**src/rtl/mem_sched_pkg.sv**
```systemverilog
// mem_sched_pkg: shared widths and transaction types for the memory request
// scheduler. The module parameters of mem_req_scheduler default to these
// widths; the request/response structs are built from the same values.
package mem_sched_pkg;

    localparam int DATA_WIDTH = 8;
    localparam int ADDR_WIDTH = 4;
    localparam int BANK_BITS  = 2;

    // One queued memory access.
    typedef struct packed {
        logic                  we;
        logic [BANK_BITS-1:0]  bank;
        logic [ADDR_WIDTH-1:0] addr;
        logic [DATA_WIDTH-1:0] wdata;
    } req_t;

    // One captured read result.
    typedef struct packed {
        logic [BANK_BITS-1:0]  bank;
        logic [DATA_WIDTH-1:0] rdata;
    } rsp_t;

endpackage

```
**src/rtl/sync_fifo.sv**
```systemverilog
// sync_fifo: single-clock FIFO with a registered occupancy count.
//   clk, rst_n       : clock, asynchronous active-low reset
//   push_i, wdata_i  : write side; a push while full is dropped, even if a
//                      pop happens in the same cycle
//   pop_i, rdata_o   : read side; rdata_o shows the head entry
//   full_o, empty_o  : derived from the registered count
//   count_o          : number of stored entries
module sync_fifo #(
    parameter int WIDTH = 8,
    parameter int DEPTH = 4,
    localparam int AW   = (DEPTH > 1) ? $clog2(DEPTH) : 1,
    localparam int CW   = $clog2(DEPTH + 1)
) (
    input  logic             clk,
    input  logic             rst_n,
    input  logic             push_i,
    input  logic [WIDTH-1:0] wdata_i,
    input  logic             pop_i,
    output logic [WIDTH-1:0] rdata_o,
    output logic             full_o,
    output logic             empty_o,
    output logic [CW-1:0]    count_o
);

    logic [DEPTH-1:0][WIDTH-1:0] mem_q;
    logic [AW-1:0]               wr_ptr_q;
    logic [AW-1:0]               rd_ptr_q;
    logic [CW-1:0]               count_q;
    logic                        do_push;
    logic                        do_pop;

    // Explicit wrap so depths that are not a power of two still work.
    function automatic logic [AW-1:0] ptr_inc(input logic [AW-1:0] p);
        return (p == AW'(DEPTH - 1)) ? '0 : p + 1'b1;
    endfunction

    assign full_o  = (count_q == CW'(DEPTH));
    assign empty_o = (count_q == '0);
    assign count_o = count_q;
    assign rdata_o = mem_q[rd_ptr_q];

    assign do_push = push_i && !full_o;
    assign do_pop  = pop_i && !empty_o;

    // Storage is reset so the head reads as zero while the FIFO is empty.
    always_ff @(posedge clk or negedge rst_n) begin
        if (!rst_n) begin
            mem_q    <= '0;
            wr_ptr_q <= '0;
            rd_ptr_q <= '0;
            count_q  <= '0;
        end else begin
            if (do_push) begin
                mem_q[wr_ptr_q] <= wdata_i;
                wr_ptr_q        <= ptr_inc(wr_ptr_q);
            end
            if (do_pop) begin
                rd_ptr_q <= ptr_inc(rd_ptr_q);
            end
            case ({do_push, do_pop})
                2'b10:   count_q <= count_q + 1'b1;
                2'b01:   count_q <= count_q - 1'b1;
                default: count_q <= count_q;
            endcase
        end
    end

endmodule

```
**src/rtl/mem_req_scheduler.sv**
```systemverilog
// mem_req_scheduler: in-order request front-end for a multi-bank memory with
// a 1-cycle registered read port.
//   clk, rst_n                          : clock, async active-low reset
//   req_valid/req_ready, req_we/bank/addr/wdata : request channel
//   mem_we/bank_sel/addr/din            : registered memory command
//   mem_dout                            : memory read data (1-cycle latency)
//   rsp_valid/rsp_ready, rsp_rdata/bank : read response channel
// Reads are only issued when the response buffer is guaranteed room for them
// (buffered + in-flight < RSP_DEPTH), so a response push never finds it full.
module mem_req_scheduler
    import mem_sched_pkg::*;
#(
    parameter int DATA_WIDTH = mem_sched_pkg::DATA_WIDTH,
    parameter int ADDR_WIDTH = mem_sched_pkg::ADDR_WIDTH,
    parameter int BANK_BITS  = mem_sched_pkg::BANK_BITS,
    parameter int REQ_DEPTH  = 4,
    parameter int RSP_DEPTH  = 4
) (
    input  logic                  clk,
    input  logic                  rst_n,
    input  logic                  req_valid,
    output logic                  req_ready,
    input  logic                  req_we,
    input  logic [BANK_BITS-1:0]  req_bank,
    input  logic [ADDR_WIDTH-1:0] req_addr,
    input  logic [DATA_WIDTH-1:0] req_wdata,
    output logic                  mem_we,
    output logic [BANK_BITS-1:0]  mem_bank_sel,
    output logic [ADDR_WIDTH-1:0] mem_addr,
    output logic [DATA_WIDTH-1:0] mem_din,
    input  logic [DATA_WIDTH-1:0] mem_dout,
    output logic                  rsp_valid,
    input  logic                  rsp_ready,
    output logic [DATA_WIDTH-1:0] rsp_rdata,
    output logic [BANK_BITS-1:0]  rsp_bank
);

    localparam int RQ_CW = $clog2(REQ_DEPTH + 1);
    localparam int RS_CW = $clog2(RSP_DEPTH + 1);
    localparam int CR_W  = RS_CW + 1;

    req_t              req_in;
    req_t              req_head;
    logic              req_full;
    logic              req_empty;
    logic [RQ_CW-1:0]  req_count;
    logic              unused_req_count;

    rsp_t              rsp_in;
    rsp_t              rsp_head;
    logic              rsp_push;
    logic              rsp_pop;
    logic              rsp_full;
    logic              rsp_empty;
    logic [RS_CW-1:0]  rsp_count;

    logic [CR_W-1:0]   credit_used;
    logic              credit_ok;
    logic              issue;

    logic                  mem_we_q;
    logic [BANK_BITS-1:0]  mem_bank_q;
    logic [ADDR_WIDTH-1:0] mem_addr_q;
    logic [DATA_WIDTH-1:0] mem_din_q;

    // rd_vld_q[0]: read command on mem_*; rd_vld_q[1]: mem_dout holds read data
    logic [1:0]            rd_vld_q;
    logic [BANK_BITS-1:0]  rd_bank_q;

    // ---------------- request queue ----------------
    assign req_in    = '{we: req_we, bank: req_bank, addr: req_addr, wdata: req_wdata};
    assign req_ready = !req_full;
    assign unused_req_count = ^req_count;

    sync_fifo #(.WIDTH($bits(req_t)), .DEPTH(REQ_DEPTH)) u_req_fifo (
        .clk     (clk),
        .rst_n   (rst_n),
        .push_i  (req_valid),
        .wdata_i (req_in),
        .pop_i   (issue),
        .rdata_o (req_head),
        .full_o  (req_full),
        .empty_o (req_empty),
        .count_o (req_count)
    );

    // ---------------- issue ----------------
    // Credit is conservative: a response popped this cycle frees its slot next cycle.
    assign credit_used = CR_W'(rsp_count) + CR_W'(rd_vld_q[0]) + CR_W'(rd_vld_q[1]);
    assign credit_ok   = credit_used < CR_W'(RSP_DEPTH);
    assign issue       = !req_empty && (req_head.we || credit_ok);

    always_ff @(posedge clk or negedge rst_n) begin
        if (!rst_n) begin
            mem_we_q   <= 1'b0;
            mem_bank_q <= '0;
            mem_addr_q <= '0;
            mem_din_q  <= '0;
            rd_vld_q   <= '0;
            rd_bank_q  <= '0;
        end else begin
            mem_we_q <= issue && req_head.we;
            if (issue) begin
                mem_bank_q <= req_head.bank;
                mem_addr_q <= req_head.addr;
                if (req_head.we) begin
                    mem_din_q <= req_head.wdata;
                end
            end
            rd_vld_q  <= {rd_vld_q[0], issue && !req_head.we};
            // Tracks the bank of the command one stage behind, i.e. the bank
            // whose data is on mem_dout when rd_vld_q[1] is set.
            rd_bank_q <= mem_bank_q;
        end
    end

    assign mem_we       = mem_we_q;
    assign mem_bank_sel = mem_bank_q;
    assign mem_addr     = mem_addr_q;
    assign mem_din      = mem_din_q;

    // ---------------- response buffer ----------------
    assign rsp_push = rd_vld_q[1];
    assign rsp_in   = '{bank: rd_bank_q, rdata: mem_dout};
    assign rsp_pop  = rsp_valid && rsp_ready;

    sync_fifo #(.WIDTH($bits(rsp_t)), .DEPTH(RSP_DEPTH)) u_rsp_fifo (
        .clk     (clk),
        .rst_n   (rst_n),
        .push_i  (rsp_push),
        .wdata_i (rsp_in),
        .pop_i   (rsp_pop),
        .rdata_o (rsp_head),
        .full_o  (rsp_full),
        .empty_o (rsp_empty),
        .count_o (rsp_count)
    );

    assign rsp_valid = !rsp_empty;
    assign rsp_rdata = rsp_head.rdata;
    assign rsp_bank  = rsp_head.bank;

    // Credit accounting must make a push into a full response buffer impossible.
    a_no_rsp_overflow: assert property (@(posedge clk) disable iff (!rst_n)
        !(rsp_push && rsp_full));

endmodule

```
**config.mk**
```make
export PLATFORM = sky130hd
export DESIGN_NAME = mem_req_scheduler
export DESIGN_NICKNAME = d
export VERILOG_FILES = /design/src/rtl/mem_sched_pkg.sv /design/src/rtl/sync_fifo.sv /design/src/rtl/mem_req_scheduler.sv
export SDC_FILE = /design/constraint.sdc
export NUM_CORES = 1
export LEC_CHECK = 0
export CAP_MARGIN = 20
export CORE_MARGIN = 2
export CORE_UTILIZATION = 45
export CTS_BUF_LIST = sky130_fd_sc_hd__clkbuf_4 sky130_fd_sc_hd__clkbuf_8
export DETAILED_ROUTE_END_ITERATION = 16
export GPL_TIMING_DRIVEN = 0
export MAX_ROUTING_LAYER = met4
export PLACE_DENSITY = 0.68
export SLEW_MARGIN = 0
export SYNTH_ARGS = -nofsm -noshare
export SYNTH_HDL_FRONTEND = slang
export SYNTH_SLANG_ARGS = --single-unit
```
**constraint.sdc**
```tcl
create_clock -name clk -period 6.39 [get_ports clk]
set_clock_uncertainty 0.15 [all_clocks]
set_input_delay 1.917 -clock clk [delete_from_list [all_inputs] [get_ports clk]]
set_output_delay 1.917 -clock clk [all_outputs]
set_load 0.01 [all_outputs]
```
==> results of run 1 <==
[registers in the layout, summed over array words and instances (netlist names)]
name                 flops
u_rsp_fifo.count_o       3
u_req_fifo.rd_ptr_q      2
u_rsp_fifo.mem_q        40
rd_vld_q                 2
u_req_fifo.wr_ptr_q      2
u_req_fifo.count_o       3
mem_bank_sel             2
u_rsp_fifo.rd_ptr_q      2
mem_din                  8
rd_bank_q                2
u_rsp_fifo.wr_ptr_q      2
mem_addr                 4
mem_we                   1
u_req_fifo.mem_q        60
[power breakdown]
group / internal (mW) / switching (mW)
registers: 1.28 / 0.237
logic: 1.09 / 0.661
clock network: 0.500 / 0.324
total: 2.88 / 1.22
[critical path, cell delays in order, from the launching register on]
cell and delay (ps):
dfrtp_1 440, buf_2 360, mux4_2 570, clkdlybuf4s50_1 490
[cells by family (layout without fill, tap and decap cells)]
logic type               after synthesis  after routing  synth area share
flip-flops                           133            133             0.561
XOR/XNOR                               6              6           0.00886
multiplexers                         144            144             0.331
buffers and inverters                 25            111            0.0245
adder cells (fa/ha/maj)               15             15            0.0342
AO/OA/AOI/OAI                         10             10            0.0118
AND/OR/NAND/NOR                       28             28            0.0283
[layer usage]
layer,track usage,part of all wire
met1,0.216,0.45
met2,0.281,0.50
met3,0.0431,0.034
met4,0.0647,0.014
met5,-,0
[layout make-up]
| class | instances | area [um^2] | area share |
|---|---|---|---|
| flip-flops and latches | 133 | 3330 | 0.464 |
| repair buffers | 54 | 559 | 0.0779 |
| inverters | 11 | 41.3 | 0.00575 |
| clock inverters | 15 | 235 | 0.0328 |
| multi-input cells | 203 | 2460 | 0.343 |
| clock buffers | 17 | 234 | 0.0326 |
| plain buffers | 14 | 104 | 0.0145 |
| well taps | 172 | 215 | 0.0300 |
[through the flow]
stage	power, mW	utilization	setup TNS (ps)	instance area (um^2)
2_1_floorplan	2.76	-	0	5930
3_3_place_gp	3.25	0.525	-252000	6680
3_5_place_dp	3.33	0.527	0	6710
4_1_cts	4.17	0.564	0	7180
5_1_grt	4.38	0.564	0	7180
6_report	4.10	0.564	0	7180
[final timing paths]
check | start | to | slack [ps] | cells past startpoint
max | u_rsp_fifo.rd_ptr_q[0] | rsp_rdata[0] | 2030 | 3
min | rd_vld_q[0] | rd_vld_q[1] | 250 | 0
max reg2reg | u_req_fifo.rd_ptr_q[0] | u_req_fifo.count_o[2] | 3700 | 9
min reg2reg | rd_vld_q[0] | rd_vld_q[1] | 250 | 0
max in group asynchronous | rst_n | u_req_fifo.rd_ptr_q[1] | 4010 | 2
min in group asynchronous | rst_n | u_rsp_fifo.mem_q[7] | 1330 | 1
[cells in the final DEF (no fill, tap or decap), types with 2 or more instances in the layout]
master,instances
mux2_2,91
clkbuf_1,2
clkinv_2,6
clkbuf_8,17
mux2_1,10
dfrtp_1,133
mux2_4,17
bufinv_16,6
xor2_1,3
o21ai_0,4
fa_1,2
or3_1,2
ha_1,13
mux4_2,25
inv_1,11
nand2_1,8
clkdlybuf4s50_1,52
nor3_1,2
buf_6,7
xnor2_1,3
nor2_1,4
and3_1,2
buf_2,5
nand2_4,3
clkinv_4,2
==> results.py, run 1 <==
metrics = {
    "outcome": {
        "status": "finished, final reports clean",
    },
    "die": {
        "start_util": 0.466,
        "die_area_um2": 14100,
        "io_pins": 54,
        "fp.dieW_um": 119,
        "die_y_um": 119,
        "num_rows": 41,
        "core_um2": 12700,
    },
    "synth": {
        "syn-num-nets": 403,
        "synthTopCellsByArea": "dfrtp_1 56%, mux2_2 17%, mux4_2 9.5%, mux2_4 4.3%, ha_1 2.7%",
        "ys.flop_type": "dfrtp_1",
        "synth.top_cells.by_count": "133 x dfrtp_1, 91 x mux2_2, 25 x mux4_2",
        "syn_avg_cell_area_um2": 16.4,
        "synth_seq_cells": 133,
        "syn_inst": 361,
        "ys_async_sr_fraction": 1.00,
        "synth_seq_area_share": 0.561,
        "synth_edf_count": 0,
        "synth_warnings": 0,
        "synth_largest_area_cell": "dfrtp_1",
        "netlist.area_leader.share": 0.561,
        "synthMostInstantiatedCell": "dfrtp_1",
        "synthDistinctLibCells": 35,
        "synthesis.area_um2": 5930,
    },
    "run": {
        "maxCapViolCount": 0,
    },
    "clocking": {
        "clockBufferDepth": 2,
        "clock_tree.root_cell": "clkbuf_8",
        "clk_latency_ps": 430,
        "cts_tree": "built",
        "cts_buffers": 17,
        "clk_pin_slew_ps": 70,
        "ctsHoldBuffers": 0,
        "ctsResizeCount": 0,
        "cts.htree.levels": 4,
        "post_cts_buffers": 0,
        "clock_sinks": 133,
    },
    "global_routing": {
        "grt_pass1_wl_mm": 18.4,
        "grt_overflow_total": 0,
        "grt_pass1_vias": 3573,
        "grt_antenna_before_repair": 0,
        "grt.total_usage": 0.175,
        "grt_max_degree": 70,
    },
    "routing": {
        "wl_per_cell_um": 17.4,
        "vias": 3163,
        "avgViaCountPerCell": 5.11,
        "first_pass_iters": 4,
        "drc": 0,
        "ant_nets": 0,
        "totalWireLength_mm": 10.8,
        "drtIter0Drc": 94,
    },
    "sta": {
        "slew_headroom": 0.535,
        "grt_setup_unrepaired": "false",
        "timing.fmax_mhz": 229,
        "setup_violations": 0,
        "fin_hold_ws_ps": 251,
        "min_period_ps": 4360,
        "worst_pin_slew_ps": 697,
        "setup_slack_ps": 2030,
        "finalHoldViolations": 0,
        "slew_viol_final": 0,
        "finalCritPeriodShare": 0.683,
    },
    "layout": {
        "fin_nets": 476,
        "final_cells": 619,
        "area_growth_pct": 21.0,
        "fillCellCount": 1093,
        "antenna_cells": 0,
        "drive_gt1_frac": 0.414,
    },
    "setup_path": {
        "critPathKind": "register to output pin",
        "arrival_ps": 2300,
        "cp_max_fo": 10,
        "cp-start-kind": "register",
        "required_ps": 4320,
        "critPathCaptureType": "output pin",
    },
    "placement": {
        "dp.cells": 587,
        "hpwl_mm": 7.13,
        "gp_congestion": 0.675,
        "dp_worst_setup_slack_ps": 2430,
        "port_buffers": 53,
    },
    "power": {
        "powerDensity_nw_per_um2": 571,
        "p_leak_nw": 3.12,
        "ir_drop_mv": 0.268,
    },
    "worst_hold_path": {
        "min_path_type": "register to register",
    },
}
(Power assumes the default switching activity.)
==> run 2, diff against run 1 <==
--- a/config.mk
+++ b/config.mk
@@ -12,7 +12,7 @@
 export DETAILED_ROUTE_END_ITERATION = 16
 export GPL_TIMING_DRIVEN = 0
 export MAX_ROUTING_LAYER = met4
-export PLACE_DENSITY = 0.68
+export PLACE_DENSITY = 0.7
 export SLEW_MARGIN = 0
 export SYNTH_ARGS = -nofsm -noshare
 export SYNTH_HDL_FRONTEND = slang
==> constraint.sdc (replaced) <==
create_clock -name clk -period 4 [get_ports clk]
set_clock_uncertainty 0.15 [all_clocks]
set_input_delay 1.2 -clock clk [delete_from_list [all_inputs] [get_ports clk]]
set_output_delay 1.2 -clock clk [all_outputs]
set_load 0.01 [all_outputs]
==> results.py, run 2 (synthesized netlist as in run 1, its figures left out) <==
metrics = {
    "setup_path": {
        "critPathCaptureType": "output pin",
        "worstRegToRegCells": 9,
        "startpoint": "u_rsp_fifo.rd_ptr_q[0]",
        "critical-path-slowest-cell": "mux4_2",
        "cp_top_family": "buffers and inverters",
        "critical_path_buf_inv_count": 2,
        "r2r-end": "u_req_fifo.count_o[2]",
        "cp_max_fo": 10,
        "critPathKind": "register to output pin",
        "crit_path_max_incr_delay_ps": 560,
        "crit_chain": "buf_2, mux4_2, clkdlybuf4s50_1",
        "arrival_ps": 2320,
        "required_ps": 2650,
        "rr_startpoint": "u_req_fifo.rd_ptr_q[0]",
        "cp-start-kind": "register",
        "r2r_slack_ps": 1250,
    },
    "global_routing": {
        "grt.total_usage": 0.171,
        "grt_max_degree": 104,
        "grt_util_met2": 0.276,
        "grt_antenna_before_repair": 0,
        "grt_util_met1": 0.207,
        "grt_pass1_wl_mm": 17.9,
        "grt_overflow_total": 0,
        "grt_pass1_vias": 3492,
        "grtUsageMet3": 0.0541,
        "top_usage_layer": "met2",
    },
    "layout": {
        "fin_nets": 476,
        "largest_reg_flops": 60,
        "area_growth_pct": 19.4,
        "regArea_um2": 3330,
        "largest-register": "u_req_fifo.mem_q",
        "antenna_cells": 0,
        "final_cell_mix": "133 x dfrtp_1, 91 x mux2_2, 52 x clkdlybuf4s50_1",
        "utilization": 0.557,
        "drive_gt1_frac": 0.413,
        "mostFrequentLayoutCell": "dfrtp_1",
        "multi_input_area_um2": 2460,
        "fillCellCount": 1079,
    },
    "clocking": {
        "clock_sinks": 133,
        "ctsResizeCount": 0,
        "cts_buffers": 17,
        "cts_tree": "built",
        "ctsHoldBuffers": 0,
        "post_cts_buffers": 0,
        "clk_latency_ps": 430,
        "cts.htree.levels": 4,
        "clk_pin_slew_ps": 70,
        "clock_tree.root_cell": "clkbuf_8",
        "clockBufferDepth": 2,
    },
    "power": {
        "pwr-share-comb": 0.445,
        "swShare": 0.307,
        "p_leak_nw": 3.08,
        "finalPower_mw": 6.29,
        "p_switching_mw": 1.93,
        "powerDensity_nw_per_um2": 889,
        "ir_drop_mv": 0.478,
        "p_clk_frac": 0.167,
        "cell_internal_pwr_mw": 4.36,
        "p_seq_frac": 0.388,
    },
    "die": {
        "fp.dieW_um": 119,
        "num_rows": 41,
        "start_util": 0.466,
        "die_y_um": 119,
        "core_um2": 12700,
        "die_area_um2": 14100,
        "io_pins": 54,
    },
    "placement": {
        "gp_congestion": 0.724,
        "hpwl_mm": 7.23,
        "port_buffers": 53,
    },
    "routing": {
        "wl_per_cell_um": 17.6,
        "ant_nets": 0,
        "drc": 0,
        "totalWireLength_mm": 10.9,
        "first_pass_iters": 4,
        "drtIter0Drc": 181,
        "avgViaCountPerCell": 5.21,
        "vias": 3221,
    },
    "worst_hold_path": {
        "min_path_type": "register to register",
        "worstHoldStart": "rd_vld_q[0]",
        "worstHoldPathCells": 0,
        "hold_end": "rd_vld_q[1]",
    },
    "sta": {
        "timing.fmax_mhz": 273,
        "finalCritPeriodShare": 0.917,
        "min_period_ps": 3670,
        "slew_viol_final": 0,
        "grt_setup_unrepaired": "false",
        "finalHoldViolations": 0,
        "slew_headroom": 0.557,
        "setup_violations": 0,
        "worst_pin_slew_ps": 665,
    },
    "run": {
        "maxCapViolCount": 0,
    },
    "outcome": {
        "status": "finished, final reports clean",
    },
}
-- run 2: cell types whose count changed in the layout (fill, tap and decap cells not counted), sizes merged --
cell,previous run,this run
clkbuf,19,30
clkinv,8,3
clkinvlp,1,0
bufinv,6,0
-- run 2: worst max-delay path by stage --
stage,end,depth (start not counted),slack [ps]
final,rsp_bank[0],3,330
after floorplan,u_req_fifo.count_o[2],8,1310
after CTS,rsp_bank[0],3,260
after detailed placement,u_req_fifo.count_o[2],9,750
after global placement,u_req_fifo.mem_q[36],1,-3450
after global routing,rsp_bank[0],3,190
-- run 2: layout make-up --
type / count / area share
flip-flops and latches: 133 / 0.470
clock inverters: 3 / 0.00212
clock buffers: 28 / 0.0509
repair buffers: 54 / 0.0790
plain buffers: 14 / 0.0147
multi-input cells: 203 / 0.347
well taps: 172 / 0.0304
inverters: 11 / 0.00583
-- run 2: power by group through the flow --
stage / logic, mW / registers [mW] / clock network [mW]
floorplan: 2.04 / 2.38 / 0
finish: 2.80 / 2.44 / 1.05
CTS: 2.87 / 2.45 / 1.08
global placement: 2.76 / 2.42 / 0
global route: 3.04 / 2.52 / 1.14
detailed placement: 2.86 / 2.47 / 0
-- run 2: metal layers --
metal,part of all wire,up-vias
met2,0.50,62
li1,-,1461
met3,0.041,10
met4,0.0095,0
met1,0.45,1688
met5,0,-
-- run 2: metrics by stage --
stage                     cell area (um^2)  TNS, ps  hold slack [ps]  cells  setup WS [ps]
after global routing                  7080        0              249    618            193
after CTS                             7080        0              240    618            261
after global placement                6680  -457090              209    586          -3450
final                                 7080        0              232    618            332
after floorplan                       5930        0              204    361           1310
after detailed placement              6710        0              223    587            754
==> run 3, diff against run 2 <==
==> constraint.sdc (replaced) <==
create_clock -name clk -period 4 [get_ports clk]
set_clock_uncertainty 0.15 [all_clocks]
set_input_delay 0.6 -clock clk [delete_from_list [all_inputs] [get_ports clk]]
set_output_delay 0.6 -clock clk [all_outputs]
set_load 0.01 [all_outputs]
==> results.py, run 3 (synthesized netlist as in run 1, its figures left out) <==
metrics = {
    "clocking": {
        "cts_buffers": 17,
        "cts_tree": "built",
        "clk_latency_ps": 430,
        "clock_sinks": 133,
        "cts.htree.levels": 4,
        "clk_pin_slew_ps": 70,
        "ctsResizeCount": 0,
        "clock_tree.root_cell": "clkbuf_8",
        "clockBufferDepth": 2,
    },
    "die": {
        "core_um2": 12700,
        "io_pins": 54,
        "num_rows": 41,
        "start_util": 0.466,
        "die_area_um2": 14100,
        "fp.dieW_um": 119,
        "die_y_um": 119,
    },
    "outcome": {
        "status": "finished, final reports clean",
    },
    "routing": {
        "first_pass_iters": 4,
        "ant_nets": 0,
        "totalWireLength_mm": 10.8,
        "vias": 3231,
        "avgViaCountPerCell": 5.22,
        "drc": 0,
        "drtIter0Drc": 170,
        "wl_per_cell_um": 17.5,
    },
    "layout": {
        "mostFrequentLayoutCell": "dfrtp_1",
        "antenna_cells": 0,
        "area_growth_pct": 19.6,
        "final_cells": 619,
        "final_cell_mix": "133 x dfrtp_1, 91 x mux2_2, 52 x clkdlybuf4s50_1",
        "utilization": 0.557,
        "largest_reg_flops": 60,
        "fin_nets": 477,
        "largest-register": "u_req_fifo.mem_q",
        "drive_gt1_frac": 0.412,
    },
    "worst_hold_path": {
        "min_path_type": "register to register",
    },
    "sta": {
        "grt_setup_unrepaired": "false",
        "finalHoldViolations": 0,
        "slew_headroom": 0.554,
        "slew_viol_final": 0,
        "worst_pin_slew_ps": 670,
        "min_period_ps": 3070,
        "timing.fmax_mhz": 326,
        "setup_violations": 0,
        "finalCritPeriodShare": 0.767,
    },
    "setup_path": {
        "cp-start-kind": "register",
        "cp_max_fo": 10,
        "arrival_ps": 2320,
        "critPathCaptureType": "output pin",
        "required_ps": 3250,
        "critPathKind": "register to output pin",
    },
    "global_routing": {
        "grt.total_usage": 0.171,
        "grt_overflow_total": 0,
        "grt_pass1_vias": 3493,
        "grt_pass1_wl_mm": 17.9,
        "grt_antenna_before_repair": 0,
        "grt_max_degree": 104,
    },
    "placement": {
        "dp.cells": 587,
        "gp_congestion": 0.724,
        "hpwl_mm": 7.23,
        "port_buffers": 53,
    },
    "power": {
        "finalPower_mw": 6.29,
        "p_leak_nw": 3.09,
        "powerDensity_nw_per_um2": 888,
        "ir_drop_mv": 0.478,
    },
    "run": {
        "maxCapViolCount": 0,
    },
}
[run 3: cell types whose count changed in the layout (fill, tap and decap cells not counted)]
cell / change
dlygate4sd3_1: +1
[run 3: critical path, stage by stage (launching register included)]
cell             delay (ps)
dfrtp_1                 450
buf_2                   380
mux4_2                  560
clkdlybuf4s50_1         500
[run 3: metrics by stage]
stage               TNS [ps]  cell area (um^2)  worst slack [ps]  hold slack [ps]
finish                     0              7090               931              232
global route               0              7090               793              249
CTS                        0              7090               861              240
detailed placement         0              6710              1260              223
global placement     -377290              6680             -2850              209
floorplan                  0              5930              1460              154
[run 3: power breakdown]
group	internal (mW)	switching (mW)	leakage, nW
sequential	2.05	0.390	1.58
clock	0.567	0.482	0.203
combinational	1.74	1.06	1.30
total	4.36	1.93	3.09
[run 3: layer usage]
metal  global-route usage  up-vias  wire length (um)
met5                    -        -                 0
met4               0.0551        0                95
met3               0.0536        8               420
met2                0.276       65              5460
met1                0.207     1693              4850
li1                     -     1465                 -
[run 3: worst paths after layout]
path	depth (start not counted)	start	end	slack [ps]
max	3	u_rsp_fifo.rd_ptr_q[0]	rsp_bank[0]	930
max reg2reg	9	u_req_fifo.rd_ptr_q[0]	u_req_fifo.count_o[2]	1250
max in group asynchronous	3	rst_n	u_req_fifo.mem_q[7]	2440
min reg2reg	0	rd_vld_q[0]	rd_vld_q[1]	230
min	0	rd_vld_q[0]	rd_vld_q[1]	230
min in group asynchronous	2	rst_n	u_rsp_fifo.mem_q[30]	480
[run 3: repair_timing]
| action | CTS | global route |
|---|---|---|
| endpoints found under the hold margin | 30 | 0 |
| setup endpoints to repair | 0 | 0 |
| setup buffers | 0 | 0 |
| hold buffers | 1 | 0 |
[run 3: final cells by class]
type	count	area, um^2
fillers	1080	5630
flip-flops and latches	133	3330
multi-input cells	203	2460
repair buffers	55	569
clock buffers	28	360
well taps	172	215
plain buffers	14	104
inverters	11	41.3
clock inverters	3	15.0
